`src/rtl/ad9361_spi_arb_pkg.sv`:
```
// Shared constants and types for the two-port AD9361 SPI register-access arbiter.
package ad9361_spi_arb_pkg;
  localparam int ADDR_W       = 10;
  localparam int DATA_W       = 8;
  localparam int NUM_PORTS    = 2;
  localparam int CNT_W        = 16;
  localparam int TO_ISSUE_DEF = 1024;
  localparam int TO_XFER_DEF  = 65535;

  typedef enum logic [4:0] {
    ST_IDLE      = 5'b00001,
    ST_ISSUE     = 5'b00010,
    ST_WAIT_BUSY = 5'b00100,
    ST_WAIT_DONE = 5'b01000,
    ST_RESP      = 5'b10000
  } state_e;

  typedef struct packed {
    logic              wr_rd;
    logic [ADDR_W-1:0] addr;
    logic [DATA_W-1:0] wdata;
  } cmd_t;
endpackage

```
`src/rtl/ad9361_spi_arb.sv`:
```
// Round-robin arbiter letting two requesters share one AD9361 SPI register driver.
// Optional watchdog on issue/transfer phases enabled by defining SPI_ARB_TIMEOUT_EN.
module ad9361_spi_arb
  import ad9361_spi_arb_pkg::*;
#(
  parameter int TO_ISSUE = TO_ISSUE_DEF,
  parameter int TO_XFER  = TO_XFER_DEF
) (
  input  logic              sys_clk,
  input  logic              sys_rst,
  input  logic              req0,
  input  logic              wr_rd0,
  input  logic [ADDR_W-1:0] addr0,
  input  logic [DATA_W-1:0] wdata0,
  output logic              ack0,
  output logic              done0,
  output logic [DATA_W-1:0] rdata0,
  output logic              err0,
  input  logic              req1,
  input  logic              wr_rd1,
  input  logic [ADDR_W-1:0] addr1,
  input  logic [DATA_W-1:0] wdata1,
  output logic              ack1,
  output logic              done1,
  output logic [DATA_W-1:0] rdata1,
  output logic              err1,
  output logic [ADDR_W-1:0] ad9361_reg_addr,
  output logic [DATA_W-1:0] ad9361_reg_data_in,
  output logic              ad9361_reg_data_in_en,
  output logic              ad9361_reg_wr_rdn,
  input  logic [DATA_W-1:0] ad9361_reg_data_out,
  input  logic              ad9361_reg_data_out_en,
  input  logic              ad9361_spi_busy,
  output logic              arb_owner
);

  logic [NUM_PORTS-1:0]             req;
  cmd_t [NUM_PORTS-1:0]             rq;

  state_e                           state_q, state_d;
  logic                             owner_q, owner_d;
  logic                             favour_q, favour_d;
  cmd_t                             cmd_q, cmd_d;
  logic                             en_q, en_d;
  logic [NUM_PORTS-1:0]             ack_q, ack_d;
  logic [NUM_PORTS-1:0]             done_q, done_d;
  logic [NUM_PORTS-1:0][DATA_W-1:0] rdata_q, rdata_d;
  logic                             win;
  logic                             issue_to, xfer_to;

  assign req   = {req1, req0};
  assign rq[0] = '{wr_rd: wr_rd0, addr: addr0, wdata: wdata0};
  assign rq[1] = '{wr_rd: wr_rd1, addr: addr1, wdata: wdata1};

`ifdef SPI_ARB_TIMEOUT_EN
  logic [CNT_W-1:0]     cnt_q, cnt_d;
  logic                 to_q, to_d;
  logic [NUM_PORTS-1:0] err_q, err_d;

  assign issue_to = (cnt_q == CNT_W'(TO_ISSUE - 1));
  assign xfer_to  = (cnt_q == CNT_W'(TO_XFER - 1));
  assign err0     = err_q[0];
  assign err1     = err_q[1];
`else
  logic unused_to;

  assign issue_to  = 1'b0;
  assign xfer_to   = 1'b0;
  assign err0      = 1'b0;
  assign err1      = 1'b0;
  assign unused_to = ^{TO_ISSUE, TO_XFER};
`endif

  always_comb begin
    state_d  = state_q;
    owner_d  = owner_q;
    favour_d = favour_q;
    cmd_d    = cmd_q;
    en_d     = en_q;
    ack_d    = '0;
    done_d   = '0;
    rdata_d  = rdata_q;
    win      = 1'b0;
`ifdef SPI_ARB_TIMEOUT_EN
    to_d     = to_q;
    err_d    = '0;
`endif
    case (state_q)
      ST_IDLE: begin
        if (!ad9361_spi_busy && (|req)) begin
          // The favour pointer only moves when a tie is actually resolved.
          if (&req) begin
            win      = favour_q;
            favour_d = ~favour_q;
          end else begin
            win = req[1];
          end
          owner_d    = win;
          cmd_d      = rq[win];
          ack_d[win] = 1'b1;
          state_d    = ST_ISSUE;
`ifdef SPI_ARB_TIMEOUT_EN
          to_d       = 1'b0;
`endif
        end
      end
      ST_ISSUE: begin
        en_d    = 1'b1;
        state_d = ST_WAIT_BUSY;
      end
      ST_WAIT_BUSY: begin
        if (ad9361_spi_busy) begin
          en_d    = 1'b0;
          state_d = ST_WAIT_DONE;
        end else if (issue_to) begin
          en_d    = 1'b0;
          state_d = ST_RESP;
`ifdef SPI_ARB_TIMEOUT_EN
          to_d    = 1'b1;
`endif
        end
      end
      ST_WAIT_DONE: begin
        // Reads finish only on the data strobe, even if busy has already fallen.
        if (cmd_q.wr_rd ? !ad9361_spi_busy : ad9361_reg_data_out_en) begin
          if (!cmd_q.wr_rd) rdata_d[owner_q] = ad9361_reg_data_out;
          state_d = ST_RESP;
        end else if (xfer_to) begin
          state_d = ST_RESP;
`ifdef SPI_ARB_TIMEOUT_EN
          to_d    = 1'b1;
`endif
        end
      end
      ST_RESP: begin
        done_d[owner_q] = 1'b1;
`ifdef SPI_ARB_TIMEOUT_EN
        err_d[owner_q]  = to_q;
`endif
        state_d         = ST_IDLE;
      end
      default: state_d = ST_IDLE;
    endcase
  end

`ifdef SPI_ARB_TIMEOUT_EN
  always_comb begin
    cnt_d = cnt_q + 16'd1;
    if (state_d != state_q || state_q == ST_IDLE) cnt_d = '0;
  end

  always_ff @(posedge sys_clk or posedge sys_rst) begin
    if (sys_rst) begin
      cnt_q <= '0;
      to_q  <= 1'b0;
      err_q <= '0;
    end else begin
      cnt_q <= cnt_d;
      to_q  <= to_d;
      err_q <= err_d;
    end
  end
`endif

  always_ff @(posedge sys_clk or posedge sys_rst) begin
    if (sys_rst) begin
      state_q  <= ST_IDLE;
      owner_q  <= 1'b0;
      favour_q <= 1'b0;
      cmd_q    <= '0;
      en_q     <= 1'b0;
      ack_q    <= '0;
      done_q   <= '0;
      rdata_q  <= '0;
    end else begin
      state_q  <= state_d;
      owner_q  <= owner_d;
      favour_q <= favour_d;
      cmd_q    <= cmd_d;
      en_q     <= en_d;
      ack_q    <= ack_d;
      done_q   <= done_d;
      rdata_q  <= rdata_d;
    end
  end

  assign ack0                  = ack_q[0];
  assign ack1                  = ack_q[1];
  assign done0                 = done_q[0];
  assign done1                 = done_q[1];
  assign rdata0                = rdata_q[0];
  assign rdata1                = rdata_q[1];
  assign ad9361_reg_addr       = cmd_q.addr;
  assign ad9361_reg_data_in    = cmd_q.wdata;
  assign ad9361_reg_wr_rdn     = cmd_q.wr_rd;
  assign ad9361_reg_data_in_en = en_q;
  assign arb_owner             = owner_q;

endmodule
```
`config.mk`:
```
export PLATFORM = sky130hd
export DESIGN_NAME = ad9361_spi_arb
export DESIGN_NICKNAME = d
export VERILOG_FILES = /design/src/rtl/ad9361_spi_arb_pkg.sv /design/src/rtl/ad9361_spi_arb.sv
export SDC_FILE = /design/constraint.sdc
export NUM_CORES = 1
export LEC_CHECK = 0
export CORE_ASPECT_RATIO = 0.7
export CORE_MARGIN = 3
export CORE_UTILIZATION = 30
export CTS_CLUSTER_SIZE = 14
export DETAILED_ROUTE_END_ITERATION = 7
export GPL_TIMING_DRIVEN = 0
export HOLD_SLACK_MARGIN = 0.15
export PLACE_DENSITY = 0.68
export SLEW_MARGIN = 15
export SYNTH_ARGS = -nofsm -noshare
export SYNTH_HDL_FRONTEND = slang
export SYNTH_SLANG_ARGS = --single-unit
```
`constraint.sdc`:
```
create_clock -name sys_clk -period 2.2 [get_ports sys_clk]
set_input_delay 0.44 -clock sys_clk [delete_from_list [all_inputs] [get_ports sys_clk]]
set_output_delay 0.44 -clock sys_clk [all_outputs]
set_load 0.05 [all_outputs]
```
# After elaboration in Yosys (flattened, before gate mapping)
# Cells that the tools add are included.
# classes
n_eq_ne,8
magnitude_cmp,4
bitwise_logic,2
reduce_logical,12
muxes,22
# op_table
operator,n
two-way mux 19 bit,2
one-hot mux 5 bit (4 select lines),1
bitwise mux 16 bit,1
two-way mux 5 bit,3
demux 8 bit (select 1 bit),1
two-way mux 8 bit,1
two-way mux 1 bit,7
two-way mux 2 bit,3
inequality test 2 bit (second input constant),3
AND reduction 2 bit,3
AND reduction 3 bit,2
equality test 5 x 1 -> 1 bit (second input constant),1
equality test 5 x 2 -> 1 bit (second input constant),1
equality test 5 x 3 -> 1 bit (second input constant),1
equality test 5 x 4 -> 1 bit (second input constant),1
equality test 5 bit (second input constant),1
< comparator 1 x 2 -> 1 bit (second input constant),2
AND reduction 4 bit,1
logical AND 1 bit,3
demux 1 bit (select 1 bit),2
greater-or-equal comparator 1 bit (second input constant),2
inverter 1 bit,2
one-hot mux 1 bit (2 select lines),1
nonzero test 2 bit,1
2 further kinds,2
# word_totals
in_bits,52
out_inout_bits,43
reg_bits,47
elab_cells,59

# Logic depth before layout (Yosys ltp)
# logic_depth
word_depth,10
depth_mapped,5
mapped_depth_nobuf,3

# Least setup slack after synthesis
# No wires, ideal clock.
# synth_path
path_kind,reg-to-reg
startpoint,reg state_q[4]
endpoint,reg rdata_q (netlist bit rdata0[0])
setup_time_ps,125
stages_incl_launch_ff,5
t_arrival_ps,1757
n_path_buf,1
period_less_slack_ps,1882
setup_slack_ps,318
required_ps,2075
path_cell_list,dfrtp_1 -> or3_4 -> or4_4 -> buf_6 -> mux2_4
# synth_via
elab_chain_cells,2
# synth_rtl
element,line_no,source
start: declaration,ad9361_spi_arb.sv:40,"state_e state_q, state_d;"
start signal: assignment,ad9361_spi_arb.sv:176,state_q <= state_d;
equality test 5 x 4 -> 1 bit,ad9361_spi_arb.sv:88,case (state_q)
AND reduction 3 bit (no line),-,
end signal: assignment,ad9361_spi_arb.sv:183,rdata_q <= rdata_d;
end: declaration,ad9361_spi_arb.sv:47,"logic [NUM_PORTS-1:0][DATA_W-1:0] rdata_q, rdata_d;"
# No other way between the ends.
# A chain may end at the register's enable or synchronous reset.

# Worst setup path in the final report
# layout_path
startpoint,"reg owner_q, in the netlist arb_owner"
endpoint,out arb_owner
# layout_lines
element,line_no,source
start: declaration,ad9361_spi_arb.sv:41,"logic owner_q, owner_d;"
start signal: assignment,ad9361_spi_arb.sv:177,owner_q <= owner_d;
end: declaration,ad9361_spi_arb.sv:34,output logic arb_owner
# No word-level cell between the ends.

==> qor.txt <==
outcome: completed
total gr overflow: 0
cell taking the most area after synthesis: dfrtp_1
initial antenna violation count: 0
Final Setup Violations: 0
routed len/inst: 15.7 µm
Critical Path AT: 1.57 ns
Clk Latency, worst-skew pair: 0.29 ns
first-pass GRT wire length: 10.1 mm
Final Cell Area: 0.00340 mm²
CTS tree: done
Worst Tran Pin Value: 0.598 ns
aggregate routed wire length: 6.29 mm
row cnt: 25
Post-CTS Hold Buffers: 0
critical-path maximum fanout: 5
Critical Path Start: arb_owner
Mapped Area: 0.00225 mm²
Vias/cell: 5.05
Worst EP required: 1.76 ns
sequential fraction of the synthesis area: 52.4%
Worst Skew: 0.00562 ns
RSZ-0062 raised after global routing: no
clock slew at reported path FFs: 0.08 ns
root buf cell: clkbuf_8
Setup crit end kind: output pin
share of layout cells above drive strength 1: 12.4%
delay-heaviest family, CP: buffers and inverters
Synth Flop Type: dfrtp_1
slew margin rel.: 59.8%
# diodes: 0
main combinational cell family by area after synthesis: compound AO/OA/AOI/OAI gates
DR pass1 iterations: 4
worst r2r src: state_q[4]
Post-synth EDFFs: 0
worst path cell trace: clkdlybuf4s50_1
FF+latch count, synth: 47
Syn Area/Cell: 11.0 µm²
Sink Count: 47
# Max-Cap Violations: 0
Core ar.: 0.00701 mm²
post-layout util: 48.5%
Synth area leaders: dfrtp_1 (51%), a31oi_1 (11%), nand3b_1 (6.3%)
max incr delay on CP: 0.85 ns
placed instance area: 0.00331 mm²
synth-to-layout area growth: 51.3%
Warnings, synthesis: 0
Compound-Gate Fraction of Synth Area: 17.3%
PortBufs: 92
H-tree depth: 2
Yosys cell types: 35
Max VDD drop: 0.524 mV
fin crit period: 2.01 ns
XOR/XNOR share of the synthesized area: 0.390%
Synth Instances: 204
fin crit share: 91.5%
Synth Area in Adders: 0%
Max Fclk: 497 MHz
DR vias: 2,019
Post-DRT Antenna Nets: 0
CP Launch Type: flop
P_leak: 1.37 nW
Die H: 78.4 µm
DRC violations left: 0
Nets: 357
Global Route Usage Sum: 14.8%
Die Width: 109 µm
DR iter-0 viols: 103
min-delay worst type: primary input to async pin
IO Count: 95
Synth Area in Simple Gates: 14.6%
vias in the first global route: 1,989
crit path buf inv count: 1
critical path class: flop to output pin
Initial Util: 32.1%
Die Area: 0.00858 mm²
Slew Viols, Final: 0
Pwr Density: 1100 mW/mm²
Yosys top cell area share: 51.2%
critical path's slowest cell: clkdlybuf4s50_1
Final Wtd Congestion: 0.817
pin count of the biggest net entering global routing: 32
CTS Buf Count: 5
hpwl dp: 4.66 mm
Bufs on Longest Clock Path: 2
mux cell area share after synthesis: 10.3%
Final Hold Viols: 0
async set or reset register ratio after synthesis: 100%
[flip-flops by register name, indices dropped and copies added, names as in the netlist]
signal,flops
ad9361_reg_addr,10
ad9361_reg_data_in,8
rdata0,8
rdata1,8
state_q,5
ack_q,2
done_q,2
ad9361_reg_data_in_en,1
ad9361_reg_wr_rdn,1
arb_owner,1
favour_q,1
[Yosys cell counts (all sizes together), types with 3 or more instances]
master  instances
o21ai          21
mux2           17
clkbuf         17
a31oi          39
nand2b          3
nor2            6
buf             3
dfrtp          46
inv             5
nand3b         19
nor2b           4
[path summary, 6_finish.rpt]
kind	endpoint	slack, ns	cells past startpoint
max	arb_owner	0.19	1
min	rdata1[0]	0.43	2
max reg2reg	rdata0[3]	0.20	4
min reg2reg	favour_q	0.48	1
max in group asynchronous	state_q[0]	1.22	3
min in group sys_clk	favour_q	0.48	1
[timing repair]
action / 4_1_cts / 5_1_grt
setup endpoints to repair: 0 / 19
setup buffers: 0 / 0
gates resized for setup: 0 / 3
[layout make-up]
class                           count  area [µm²]
Fill cell                         645        3610
Sequential cell                    47        1180
Multi-Input combinational cell    133         971
Timing Repair Buffer               93         941
Tap cell                           94         118
Buffer                             20        91.3
Clock buffer                        5        68.8
Inverter                            5        18.8
Clock inverter                      3        15.0
[layout by cell type, fill, tap and decap left out, types with 2 or more instances in the layout]
cell type / instances
mux2_2: 9
nor3_1: 2
buf_4: 2
dfrtp_1: 46
nor2_1: 6
conb_1: 2
a31oi_1: 39
o21ai_0: 21
mux2_4: 8
nor2b_1: 4
clkdlybuf4s50_1: 92
clkinv_2: 3
nand2b_1: 3
nand3b_1: 19
inv_1: 4
nand4_1: 2
clkbuf_1: 16
clkbuf_8: 5
[per-layer routing]
| metal | GRT usage (%) | vias up | share of wire (%) |
|---|---|---|---|
| met2 | 21.3 | 102 | 42 |
| met4 | 1.99 | 0 | 0.17 |
| met3 | 6.16 | 2 | 12 |
| li1 | - | 955 | - |
| met5 | 0 | - | 0 |
| met1 | 21.4 | 960 | 46 |
[cell families (layout without fill, tap and decap cells)]
kind of cell / Yosys count / count (layout)
multiplexers: 18 / 18
XOR/XNOR: 1 / 1
buffers and inverters: 25 / 126
AND/OR/NAND/NOR: 47 / 47
AO/OA/AOI/OAI: 65 / 65
flip-flops: 47 / 47
other: 1 / 2
[per-stage QoR]
stage	power, mW	setup TNS [ns]	cells	hold slack (ns)	setup slack (ns)
final	3.75	0	400	0.432	0.187
after global routing	3.97	0	400	0.461	0.0731
after CTS	3.78	0	400	0.435	0.111
after detailed placement	3.26	-3.67	392	0.471	-0.217
after global placement	3.24	-18.03	391	0.463	-0.319
after floorplan	2.55	0	205	0.446	0.318
[report_power, final]
part | internal [mW] | switching, mW | total, mW
registers | 1.10 | 0.170 | 1.27
logic | 0.714 | 1.26 | 1.97
clock network | 0.218 | 0.285 | 0.503
total | 2.04 | 1.71 | 3.75
(Power assumes the default switching activity.)
